**src/rtl/mc_sat_updown_counter.sv**
```systemverilog
// NCH-channel up/down saturating counter with per-channel step, load and shared bounds.
// Optional sticky ovf/unf flags are built only when MC_SAT_CNT_STICKY_EN is defined.
module mc_sat_updown_counter #(
  parameter int W   = 8,
  parameter int NCH = 4,
  parameter int SW  = 4
) (
  input  logic              clk,
  input  logic              rst_n,
  input  logic [W-1:0]      min_val,
  input  logic [W-1:0]      max_val,
  input  logic [NCH-1:0]    inc,
  input  logic [NCH-1:0]    dec,
  input  logic [NCH*SW-1:0] step,
  input  logic [NCH-1:0]    load,
  input  logic [NCH*W-1:0]  load_val,
  input  logic [NCH-1:0]    clr_sticky,
  output logic [NCH*W-1:0]  count,
  output logic [NCH-1:0]    at_max,
  output logic [NCH-1:0]    at_min,
  output logic [NCH-1:0]    ovf_sticky,
  output logic [NCH-1:0]    unf_sticky,
  output logic              cfg_err
);

  logic [NCH*W-1:0] count_q, count_d;
  logic [NCH-1:0]   at_max_q, at_max_d;
  logic [NCH-1:0]   at_min_q, at_min_d;
  logic [NCH-1:0]   ovf_ev, unf_ev;

  assign cfg_err = (min_val > max_val);

  always_comb begin
    logic [W-1:0]        cur, nxt, lv;
    logic [W:0]          stp, sum;
    logic signed [W:0]   diff;
    // NOTE: every combinational output gets a default before any branch so no latch is inferred.
    count_d  = count_q;
    at_max_d = '0;
    at_min_d = '0;
    ovf_ev   = '0;
    unf_ev   = '0;
    for (int i = 0; i < NCH; i++) begin
      cur  = count_q[i*W +: W];
      lv   = load_val[i*W +: W];
      stp  = {{(W+1-SW){1'b0}}, step[i*SW +: SW]};
      sum  = {1'b0, cur} + stp;
      diff = $signed({1'b0, cur}) - $signed(stp);
      nxt  = cur;
      if (cfg_err) begin
        nxt = cur;
      end else if (load[i]) begin
        if (lv < min_val)      nxt = min_val;
        else if (lv > max_val) nxt = max_val;
        else                   nxt = lv;
      end else if (inc[i] && dec[i]) begin
        nxt = cur;
      end else if (inc[i] && (stp != '0)) begin
        if (sum > {1'b0, max_val}) begin
          nxt       = max_val;
          ovf_ev[i] = 1'b1;
        end else begin
          nxt = sum[W-1:0];
        end
      end else if (dec[i] && (stp != '0)) begin
        // Signed W+1 difference lets a borrow below zero compare as less than min_val.
        if (diff < $signed({1'b0, min_val})) begin
          nxt       = min_val;
          unf_ev[i] = 1'b1;
        end else begin
          nxt = diff[W-1:0];
        end
      end
      count_d[i*W +: W] = nxt;
      at_max_d[i]       = (nxt == max_val);
      at_min_d[i]       = (nxt == min_val);
    end
  end

  // NOTE: sequential state uses non-blocking assignments so all flops update together.
  always_ff @(posedge clk or negedge rst_n) begin
    if (!rst_n) begin
      count_q  <= '0;
      at_max_q <= '0;
      at_min_q <= '0;
    end else begin
      if (count_d != count_q) count_q <= count_d;
      at_max_q <= at_max_d;
      at_min_q <= at_min_d;
    end
  end

  assign count  = count_q;
  assign at_max = at_max_q;
  assign at_min = at_min_q;

`ifdef MC_SAT_CNT_STICKY_EN
  logic [NCH-1:0] ovf_sticky_q, unf_sticky_q;

  // A set in the same cycle as a clear wins.
  always_ff @(posedge clk or negedge rst_n) begin
    if (!rst_n) begin
      ovf_sticky_q <= '0;
      unf_sticky_q <= '0;
    end else begin
      ovf_sticky_q <= ovf_ev | (ovf_sticky_q & ~clr_sticky);
      unf_sticky_q <= unf_ev | (unf_sticky_q & ~clr_sticky);
    end
  end

  assign ovf_sticky = ovf_sticky_q;
  assign unf_sticky = unf_sticky_q;
`else
  logic unused_sticky;
  assign unused_sticky = ^{clr_sticky, ovf_ev, unf_ev};
  assign ovf_sticky    = '0;
  assign unf_sticky    = '0;
`endif

endmodule
```
**config.mk**
```make
export PLATFORM = sky130hd
export DESIGN_NAME = mc_sat_updown_counter
export DESIGN_NICKNAME = d
export VERILOG_FILES = /design/src/rtl/mc_sat_updown_counter.sv
export SDC_FILE = /design/constraint.sdc
export NUM_CORES = 1
export LEC_CHECK = 0
export BUFFER_PORTS_ARGS = -buffer_cell sky130_fd_sc_hd__buf_2
export CAP_MARGIN = 5
export CORE_ASPECT_RATIO = 0.9
export CORE_MARGIN = 2
export CORE_UTILIZATION = 45
export CTS_CLUSTER_SIZE = 14
export DETAILED_ROUTE_END_ITERATION = 16
export GPL_ROUTABILITY_DRIVEN = 0
export HOLD_SLACK_MARGIN = 0.08
export REMOVE_ABC_BUFFERS = 1
export SLEW_MARGIN = 10
export SYNTH_ARGS = -nofsm -noshare
export SYNTH_HDL_FRONTEND = slang
export SYNTH_SLANG_ARGS = --single-unit
```
**constraint.sdc**
```tcl
create_clock -name clk -period 5.2 [get_ports clk]
set_clock_uncertainty 0.15 [all_clocks]
set_input_delay 1.04 -clock clk [delete_from_list [all_inputs] [get_ports clk]]
set_output_delay 1.04 -clock clk [all_outputs]
set_load 0.005 [all_outputs]
```
==> results of run 1 <==
-- registers in the layout, indices dropped and copies added, names as in the netlist --
name / count
at_min: 4
at_max: 4
count: 32
-- power by group through the flow --
stage                     logic [mW]  clock network [mW]  registers (mW)
after floorplan                 2.83                   0           0.599
after global placement          4.29                   0           0.697
after detailed placement        4.35                   0           0.695
after CTS                       4.38               0.311           0.690
after global routing            5.04               0.326           0.719
final                           4.58               0.308           0.699
-- cell families (layout without fill, tap and decap cells) --
group | count (synthesis) | count (layout) | synth area share
DFF | 40 | 40 | 0.103
buffers and inverters | 151 | 358 | 0.0652
xor gates and xnor gates | 91 | 91 | 0.0822
other | 1 | 8 | 0.000387
AOI/OAI and AO/OA | 394 | 394 | 0.291
and+or+nand+nor | 350 | 350 | 0.182
muxes | 50 | 50 | 0.0536
adders and majority gates | 168 | 168 | 0.223
-- area by class of cell --
cell class,count,area (µm²),area share
clock buffers,6,129,0.0110
inverters,93,349,0.0299
multi-input cells,1061,8200,0.701
clock inverters,1,5.00,0.000428
well taps,286,358,0.0306
flip-flops and latches,40,1000,0.0856
repair buffers,258,1650,0.141
-- cell usage in the layout, fill, tap and decap left out, types with 7 or more instances in the layout --
master	instances
buf_4	139
a221oi_1	11
mux2_2	11
o31ai_1	10
o21a_1	14
and3_1	13
o22ai_1	12
a31oi_1	14
ha_1	160
nand3_1	41
mux2i_1	38
xnor2_1	72
a211oi_1	17
nor2b_1	13
dfrtp_1	40
a211o_1	9
nand2_1	95
buf_2	118
nand4_1	17
nand2b_1	13
conb_1	8
fa_1	7
o221ai_1	7
inv_1	84
o2111ai_1	9
o21ai_0	59
o211ai_1	23
a21o_1	27
nor2_1	75
nor3_1	20
xor2_1	19
and2_1	8
a21oi_1	83
nor4_1	9
-- worst max path at each step --
stage / from / endpoint / slack, ns / cells past startpoint
2_1_floorplan: step[14] / at_min[3]$_DFF_PN0_ / 0.10 / 18
3_3_place_gp: step[14] / at_max[3]$_DFF_PN0_ / -0.36 / 19
3_5_place_dp: step[14] / at_max[3]$_DFF_PN0_ / -0.31 / 19
4_1_cts: step[12] / at_max[3]$_DFF_PN0_ / 0.03 / 22
5_1_grt: step[8] / at_min[2]$_DFF_PN0_ / -0.02 / 22
6_report: step[12] / at_max[3]$_DFF_PN0_ / 0.20 / 19
-- layer usage --
layer,GRT usage,wire [µm],up-vias
met5,0,0,-
met4,0.102,1210,0
met1,0.443,16500,4985
met3,0.0575,3690,97
li1,-,-,5077
met2,0.503,15800,564
-- through the flow --
stage                     instance area [µm²]   util
after global placement                  11400  0.544
after CTS                               11500  0.551
after detailed placement                11400  0.544
after floorplan                          9440      -
final                                   11700  0.558
after global routing                    11700  0.558
-- critical path, delay by kind of cell --
| family | cells | cell delay, ns |
|---|---|---|
| buffers and inverters | 3 | 0.47 |
| AOI/OAI and AO/OA | 7 | 1.26 |
| and+or+nand+nor | 4 | 1.02 |
| xor gates and xnor gates | 2 | 0.28 |
| adders and majority gates | 3 | 0.94 |
-- what timing repair did --
item / 4_1_cts / 5_1_grt
pin swaps: 0 / 5
resized for setup: 1 / 21
setup buffers: 0 / 5
endpoints found under the setup margin: 1 / 6
==> results.sh, run 1 <==
export IMPL_status="complete, no violations"
export IMPL_clkPwrFrac=0.055
export IMPL_fill_cells=2031
export IMPL_yosysWarnings=0
export IMPL_design_die_area_mm2=0.0227
export IMPL_rr_worst_depth=21
export IMPL_io_buffer_count=118
export IMPL_drt_total_wl_mm=37.2
export IMPL_dp_slack_ns=-0.305
export IMPL_cp_max_fo=4
export IMPL_clock_tree_root_cell="clkbuf_16"
export IMPL_yosysUniqueCellTypes=97
export IMPL_cts_made_buffers=5
export IMPL_grt_max_degree=41
export IMPL_synth_common_cells="160 x ha_1, 95 x nand2_1, 84 x a21oi_1, 84 x inv_1, 76 x nor2_1"
export IMPL_p_sw_mw=2.80
export IMPL_r2r_setup_slack_ns=0.53
export IMPL_crit_chain="buf_2 > ha_1 > fa_1 > a21oi_1 > o21ai_0 > buf_4 > xnor2_1 > ha_1 > and4_1 > a221oi_1 > a211oi_1 > a31o_2 > buf_4 > or4_1 > a31oi_2 > a211oi_2 > xnor2_1 > nand4_1 > nor4_4"
export IMPL_wire_per_inst_um=21.3
export IMPL_num_antenna_cells=0
export IMPL_dr_pass1_iters=8
export IMPL_grt_pass1_vias=10100
export IMPL_synth_top_area_frac=0.207
export IMPL_clockBufferDepth=2
export IMPL_fin_ws_ns=0.202
export IMPL_slew_violations=0
export IMPL_ys_flop_type="dfrtp_1"
export IMPL_swShare=0.501
export IMPL_cp_required_ns=5.23
export IMPL_critPathArrivalTime_ns=5.03
export IMPL_yosys_area_top_type="ha_1"
export IMPL_hold_class="flop to flop"
export IMPL_finalCritPeriodShare=0.961
export IMPL_slowest_delay_ns=0.42
export IMPL_globalRouteTotalUtil=0.319
export IMPL_cpMaxStageDelayCell="fa_1"
export IMPL_tns_ns=0
export IMPL_fp_dieW_um=159
export IMPL_combPwrFrac=0.820
export IMPL_power_mw=5.59
export IMPL_vias_per_cell=6.14
export IMPL_maxSlewHeadroom=0.316
export IMPL_pwr_share_seq=0.125
export IMPL_setup_violations=0
export IMPL_drive_gt1_frac=0.230
export IMPL_synth_seq_cells=40
export IMPL_die_h_um=143
export IMPL_syn_mean_instance_area_um2=7.79
export IMPL_ctsHoldBuffers=0
export IMPL_path_class="input port to flop"
export IMPL_p_leak_nw=5.59
export IMPL_clkSlewWorstSetupHoldPaths_ns=0.06
export IMPL_synthArstFlopShare=1.00
export IMPL_area_growth_pct=20.6
export IMPL_vdd_ir_drop_max_mv=0.244
export IMPL_start_util=0.463
export IMPL_final_cells=1745
export IMPL_via_count=10700
export IMPL_worstHoldStart="count[0]$_DFFE_PN0P_"
export IMPL_crit_path_end_kind="flop"
export IMPL_syn_area_mm2=0.00969
export IMPL_rows=50
export IMPL_antenna_found_initial=0
export IMPL_finalHoldViolations=0
export IMPL_grt_ovfl_total=0
export IMPL_r2r_end="at_max[3]$_DFF_PN0_"
export IMPL_max_freq_ghz=0.200
export IMPL_p_int_mw=2.79
export IMPL_synth_edf_count=0
export IMPL_drt_iter0_drc=1107
export IMPL_dp_hpwl_mm=28.9
export IMPL_min_to="count[0]$_DFFE_PN0P_"
export IMPL_start_kind="input port"
export IMPL_clock_latency_ns=0.29
export IMPL_coreArea_mm2=0.0210
export IMPL_holdPathStages=2
export IMPL_yosysSeqAreaShare=0.103
export IMPL_drc=0
export IMPL_final_nets=1709
export IMPL_cts_htree_levels=2
export IMPL_holdWs_ns=0.645
export IMPL_synth_area_top_cells="ha_1 21%, dfrtp_1 10%, xnor2_1 6.5%"
export IMPL_clock_sinks=40
export IMPL_cts_tree="done"
export IMPL_worst_pin_slew_ns=1.03
export IMPL_period_minus_slack_ns=5.00
export IMPL_cap_violations=0
export IMPL_grt_pass1_wl_mm=56.8
export IMPL_p_per_area_mw_per_mm2=478
export IMPL_synth_most_common_cell="ha_1"
export IMPL_dpl_cell_count=1733
export IMPL_synthCells=1245
export IMPL_final_antenna_net_count=0
export IMPL_worstReg2RegStart="count[24]$_DFFE_PN0P_"
export IMPL_io_pins=131
Note: power is estimated with default switching activity, not from simulation.
==> run 2, diff against run 1 <==
--- a/config.mk
+++ b/config.mk
@@ -10,6 +10,7 @@
 export CORE_ASPECT_RATIO = 0.9
 export CORE_MARGIN = 2
 export CORE_UTILIZATION = 45
+export CTS_BUF_LIST = sky130_fd_sc_hd__clkbuf_16
 export CTS_CLUSTER_SIZE = 14
 export DETAILED_ROUTE_END_ITERATION = 16
 export GPL_ROUTABILITY_DRIVEN = 0
==> run 2 against run 1 <==
Non-clock buffer count did not move. Setup slack improved by 0.013 ns. Via count down 0.18%. Cell area stayed put. First-iteration DRC count is 1.1% higher. Count of clock-buffer cells in the layout fell by 1. Critical path type unchanged. Critical endpoint unchanged.
==> results.sh, run 2 (synthesized netlist as in run 1, its figures left out) <==
export IMPL_dr_pass1_iters=7
export IMPL_area_growth_pct=20.6
export IMPL_setup_violations=0
export IMPL_drive_gt1_frac=0.230
export IMPL_start_util=0.463
export IMPL_num_antenna_cells=0
export IMPL_placed_area_mm2=0.0114
export IMPL_final_cell_mix="160 x ha_1, 139 x buf_4, 118 x buf_2"
export IMPL_cp_num_buf_inv=4
export IMPL_final_antenna_net_count=0
export IMPL_dp_slack_ns=-0.305
export IMPL_clock_tree_root_cell="clkbuf_16"
export IMPL_p_leak_nw=5.59
export IMPL_ctsHoldBuffers=0
export IMPL_rows=50
export IMPL_critical_path_top_delay_family="compound AO/OA/AOI/OAI gates"
export IMPL_combPwrFrac=0.820
export IMPL_fp_dieW_um=159
export IMPL_cts_made_buffers=5
export IMPL_cap_violations=0
export IMPL_cpMaxStageDelayCell="fa_1"
export IMPL_antenna_found_initial=0
export IMPL_wire_per_inst_um=21.3
export IMPL_clkSlewWorstSetupHoldPaths_ns=0.06
export IMPL_maxSlewHeadroom=0.313
export IMPL_grt_pass1_wl_mm=56.8
export IMPL_cp_required_ns=5.23
export IMPL_period_minus_slack_ns=4.99
export IMPL_max_freq_ghz=0.201
export IMPL_final_common_cell="ha_1"
export IMPL_clockBufferDepth=2
export IMPL_io_buffer_count=118
export IMPL_dp_hpwl_mm=28.9
export IMPL_grt_pass1_vias=10100
export IMPL_fin_util=0.558
export IMPL_finalCritPeriodShare=0.959
export IMPL_final_nets=1709
export IMPL_p_sw_mw=2.80
export IMPL_tns_ns=0
export IMPL_globalRouteTotalUtil=0.319
export IMPL_slew_violations=0
export IMPL_slowest_delay_ns=0.38
export IMPL_status="complete, no violations"
export IMPL_p_int_mw=2.79
export IMPL_cp_max_fo=5
export IMPL_pwr_share_seq=0.125
export IMPL_clock_latency_ns=0.29
export IMPL_clkPwrFrac=0.055
export IMPL_holdWs_ns=0.638
export IMPL_fin_ws_ns=0.214
export IMPL_drt_iter0_drc=1119
export IMPL_worst_pin_slew_ns=1.03
export IMPL_drc=0
export IMPL_drt_total_wl_mm=37.2
export IMPL_clock_sinks=40
export IMPL_vdd_ir_drop_max_mv=0.244
export IMPL_swShare=0.502
export IMPL_crit_path_end_kind="flop"
export IMPL_die_h_um=143
export IMPL_finalHoldViolations=0
export IMPL_start_kind="input port"
export IMPL_vias_per_cell=6.13
export IMPL_p_per_area_mw_per_mm2=478
export IMPL_critPathArrivalTime_ns=5.02
export IMPL_path_class="input port to flop"
export IMPL_coreArea_mm2=0.0210
export IMPL_crit_chain="buf_2 > ha_1 > inv_1 > fa_1 > a21oi_1 > nor2_1 > nor2_2 > xor2_1 > ha_1 > a21o_1 > a221o_1 > a41oi_1 > buf_4 > nor2_2 > mux2_2 > a211oi_2 > a2111oi_2 > buf_4 > xnor2_1 > nand2_1 > nor4_4"
export IMPL_io_pins=131
export IMPL_grt_max_degree=41
export IMPL_cts_htree_levels=2
export IMPL_design_die_area_mm2=0.0227
export IMPL_grt_ovfl_total=0
export IMPL_hold_class="flop to flop"
export IMPL_final_cell_area_mm2=0.0117
export IMPL_via_count=10700
export IMPL_cts_tree="done"
export IMPL_largest_reg_flops=32
run 2: changes by cell type in the layout (fill, tap and decap cells not counted):
| cell | delta |
|---|---|
| clkbuf_1 | -1 |
| inv_1 | +1 |
run 2: final cells by class:
type	count	area (µm²)
sequential	40	1000
multi-input combinational	1061	8200
timing repair buffer	258	1650
inverter	93	349
tap	286	358
clock buffer	5	125
clock inverter	2	8.76
fill	2031	9270
run 2: worst min-delay path, stage by stage, from the launching register on:
cell and delay, ns:
dfrtp_1 0.47, nor2_1 0.18, a311oi_2 0.09
run 2: final timing paths:
kind | startpoint | end | slack [ns] | cells after the start
worst max-delay path | step[12] | at_max[3]$_DFF_PN0_ | 0.21 | 21
worst min-delay path | count[0]$_DFFE_PN0P_ | count[0]$_DFFE_PN0P_ | 0.64 | 2
worst max register to register | count[24]$_DFFE_PN0P_ | at_max[3]$_DFF_PN0_ | 0.52 | 21
worst min register to register | count[0]$_DFFE_PN0P_ | count[0]$_DFFE_PN0P_ | 0.64 | 2
max in group asynchronous | rst_n | at_min[1]$_DFF_PN0_ | 3.47 | 1
min in group asynchronous | rst_n | count[16]$_DFFE_PN0P_ | 0.75 | 1
run 2: what timing repair did:
item                                    4_1_cts  5_1_grt
resized for setup                             1       21
buffers inserted                              0        5
pin swaps                                     0        5
endpoints found under the setup margin        1        6
run 2: power by group through the flow:
stage | logic [mW] | registers [mW] | clock network (mW)
final | 4.58 | 0.700 | 0.308
after global routing | 5.04 | 0.719 | 0.324
after CTS | 4.38 | 0.690 | 0.309
after detailed placement | 4.35 | 0.695 | 0
after global placement | 4.29 | 0.697 | 0
after floorplan | 2.83 | 0.599 | 0
run 2: per-layer routing:
layer | share of wire | global-route usage
met1 | 0.45 | 0.443
met2 | 0.42 | 0.503
met3 | 0.096 | 0.0575
met4 | 0.035 | 0.102
met5 | 0 | 0
run 2: metrics by stage:
| stage | cells | power [mW] |
|---|---|---|
| after floorplan | 1194 | 3.43 |
| after detailed placement | 1733 | 5.05 |
| after global routing | 1745 | 6.08 |
| after CTS | 1740 | 5.38 |
| after global placement | 1733 | 4.99 |
| final | 1745 | 5.59 |
==> run 3, diff against run 2 <==
--- a/config.mk
+++ b/config.mk
@@ -9,13 +9,13 @@
 export CAP_MARGIN = 5
 export CORE_ASPECT_RATIO = 0.9
 export CORE_MARGIN = 2
-export CORE_UTILIZATION = 45
+export CORE_UTILIZATION = 60
 export CTS_BUF_LIST = sky130_fd_sc_hd__clkbuf_16
 export CTS_CLUSTER_SIZE = 14
 export DETAILED_ROUTE_END_ITERATION = 16
 export GPL_ROUTABILITY_DRIVEN = 0
 export HOLD_SLACK_MARGIN = 0.08
-export REMOVE_ABC_BUFFERS = 1
+export PLACE_DENSITY = 0.83
 export SLEW_MARGIN = 10
 export SYNTH_ARGS = -nofsm -noshare
 export SYNTH_HDL_FRONTEND = slang
==> run 3 against run 2 <==
Non-clock buffer count decreased by 48. Sequential share of layout area increased by 0.38 points. Via count increased by 3.1%. Flip-flop and latch count unchanged. Clock power increased by 1%. Critical path depth decreased by 1. Die area decreased by 24%. Sequential power decreased by 1%. Cell area decreased by 4.2%. Combinational power decreased by 5.5%. Core utilization increased by 14 points. Global-route usage increased by 8.8 points.
==> results.sh, run 3 (synthesized netlist as in run 1, its figures left out) <==
export IMPL_clockBufferDepth=2
export IMPL_final_cell_area_mm2=0.0112
export IMPL_rr_worst_depth=19
export IMPL_worstReg2RegStart="count[16]$_DFFE_PN0P_"
export IMPL_setup_violations=0
export IMPL_io_buffer_count=118
export IMPL_coreArea_mm2=0.0160
export IMPL_r2r_setup_slack_ns=0.41
export IMPL_tns_ns=0
export IMPL_crit_start="step[8]"
export IMPL_dpl_cell_count=1608
export IMPL_r2r_end="at_min[2]$_DFF_PN0_"
export IMPL_vias_per_cell=6.82
export IMPL_power_mw=5.34
export IMPL_dp_hpwl_mm=26.6
export IMPL_final_antenna_net_count=0
export IMPL_via_count=11000
export IMPL_ctsHoldBuffers=0
export IMPL_cts_tree="done"
export IMPL_critPathArrivalTime_ns=5.22
export IMPL_num_antenna_cells=0
export IMPL_dr_pass1_iters=11
export IMPL_clock_latency_ns=0.30
export IMPL_grt_max_degree=41
export IMPL_grt_pass1_vias=10400
export IMPL_largest_reg_flops=32
export IMPL_rsz0062_at_grt="true"
export IMPL_cp_max_fo=6
export IMPL_final_cells=1619
export IMPL_design_die_area_mm2=0.0172
export IMPL_io_pins=131
export IMPL_max_freq_ghz=0.195
export IMPL_placed_area_mm2=0.0110
export IMPL_vdd_ir_drop_max_mv=0.307
export IMPL_cts_htree_levels=2
export IMPL_clock_sinks=40
export IMPL_fill_cells=1303
export IMPL_p_leak_nw=5.35
export IMPL_worst_pin_slew_ns=1.01
export IMPL_holdWs_ns=0.554
export IMPL_final_common_cell="ha_1"
export IMPL_cap_violations=0
export IMPL_final_nets=1661
export IMPL_grt_ovfl_total=0
export IMPL_clkSlewWorstSetupHoldPaths_ns=0.06
export IMPL_finalHoldViolations=0
export IMPL_clock_tree_root_cell="clkbuf_16"
export IMPL_antenna_found_initial=0
export IMPL_hold_class="flop to flop"
export IMPL_finalCritPeriodShare=0.988
export IMPL_final_cell_mix="160 x ha_1, 118 x buf_2, 95 x nand2_1"
export IMPL_drt_iter0_drc=1716
export IMPL_drc=0
export IMPL_die_h_um=125
export IMPL_drt_total_wl_mm=35.5
export IMPL_crit_end="at_min[2]$_DFF_PN0_"
export IMPL_status="complete, no violations"
export IMPL_maxSlewHeadroom=0.329
export IMPL_area_growth_pct=15.5
export IMPL_globalRouteTotalUtil=0.407
export IMPL_grt_pass1_wl_mm=54.6
export IMPL_path_class="input port to flop"
export IMPL_start_util=0.607
export IMPL_drive_gt1_frac=0.203
export IMPL_cp_required_ns=5.28
export IMPL_p_per_area_mw_per_mm2=477
export IMPL_period_minus_slack_ns=5.14
export IMPL_fp_dieW_um=138
export IMPL_start_kind="input port"
export IMPL_rows=44
export IMPL_slew_violations=0
export IMPL_wire_per_inst_um=21.9
export IMPL_cts_made_buffers=5
export IMPL_crit_path_end_kind="flop"
-- run 3: where the power goes --
part           internal [mW]  leakage, nW  switching, mW
combinational           1.99         4.80           2.35
clock                  0.175       0.0710          0.137
sequential             0.413        0.484          0.278
-- run 3: through the flow --
| stage | setup WS (ns) | util |
|---|---|---|
| final | 0.0613 | 0.701 |
| after global routing | -0.0316 | 0.701 |
| after CTS | 0.0310 | 0.695 |
| after detailed placement | -0.206 | 0.686 |
| after global placement | -0.0634 | 0.686 |
| after floorplan | 0.188 | - |
-- run 3: worst min path at each step --
stage,startpoint,end,cells after the start
floorplan,count[24]$_DFFE_PN0P_,count[24]$_DFFE_PN0P_,2
global placement,count[11]$_DFFE_PN0P_,count[11]$_DFFE_PN0P_,1
detailed placement,count[11]$_DFFE_PN0P_,count[11]$_DFFE_PN0P_,1
CTS,count[11]$_DFFE_PN0P_,count[11]$_DFFE_PN0P_,1
global route,count[0]$_DFFE_PN0P_,count[0]$_DFFE_PN0P_,2
finish,count[11]$_DFFE_PN0P_,count[11]$_DFFE_PN0P_,1
-- run 3: critical path: stages --
cell and delay (ns):
buf_2 0.12, ha_1 0.24, fa_1 0.40, nand2b_1 0.10, a22oi_2 0.06, and3_1 0.21, xor2_1 0.21, ha_1 0.29
a21o_1 0.19, a21oi_2 0.16, o211ai_1 0.15, a32oi_2 0.18, buf_4 0.18, buf_4 0.12, mux2i_1 0.19, a21oi_1 0.13
a221o_1 0.43, xnor2_1 0.20, a2111oi_2 0.31, and4_1 0.30
-- run 3: layout make-up --
| type | count | area (µm²) | area share |
|---|---|---|---|
| inverter | 93 | 349 | 0.0312 |
| clock inverter | 3 | 13.8 | 0.00123 |
| timing repair buffer | 210 | 1280 | 0.114 |
| sequential | 40 | 1000 | 0.0894 |
| multi-input combinational | 1061 | 8170 | 0.729 |
| clock buffer | 5 | 125 | 0.0112 |
| tap | 207 | 259 | 0.0231 |
-- run 3: what timing repair did --
item / 4_1_cts / 5_1_grt
resized for setup: 1 / 17
pin swaps: 0 / 3
endpoints found under the setup margin: 1 / 7
buffers inserted: 0 / 3
-- run 3: per-layer routing --
layer / vias to the layer above / part of all wire / wire [µm] / track usage
met4: 3 / 0.068 / 2430 / 0.215
met5: - / 0.0011 / 40 / 0
met2: 823 / 0.41 / 14600 / 0.597
met1: 4971 / 0.38 / 13400 / 0.547
li1: 4986 / - / - / -
met3: 252 / 0.14 / 5030 / 0.101
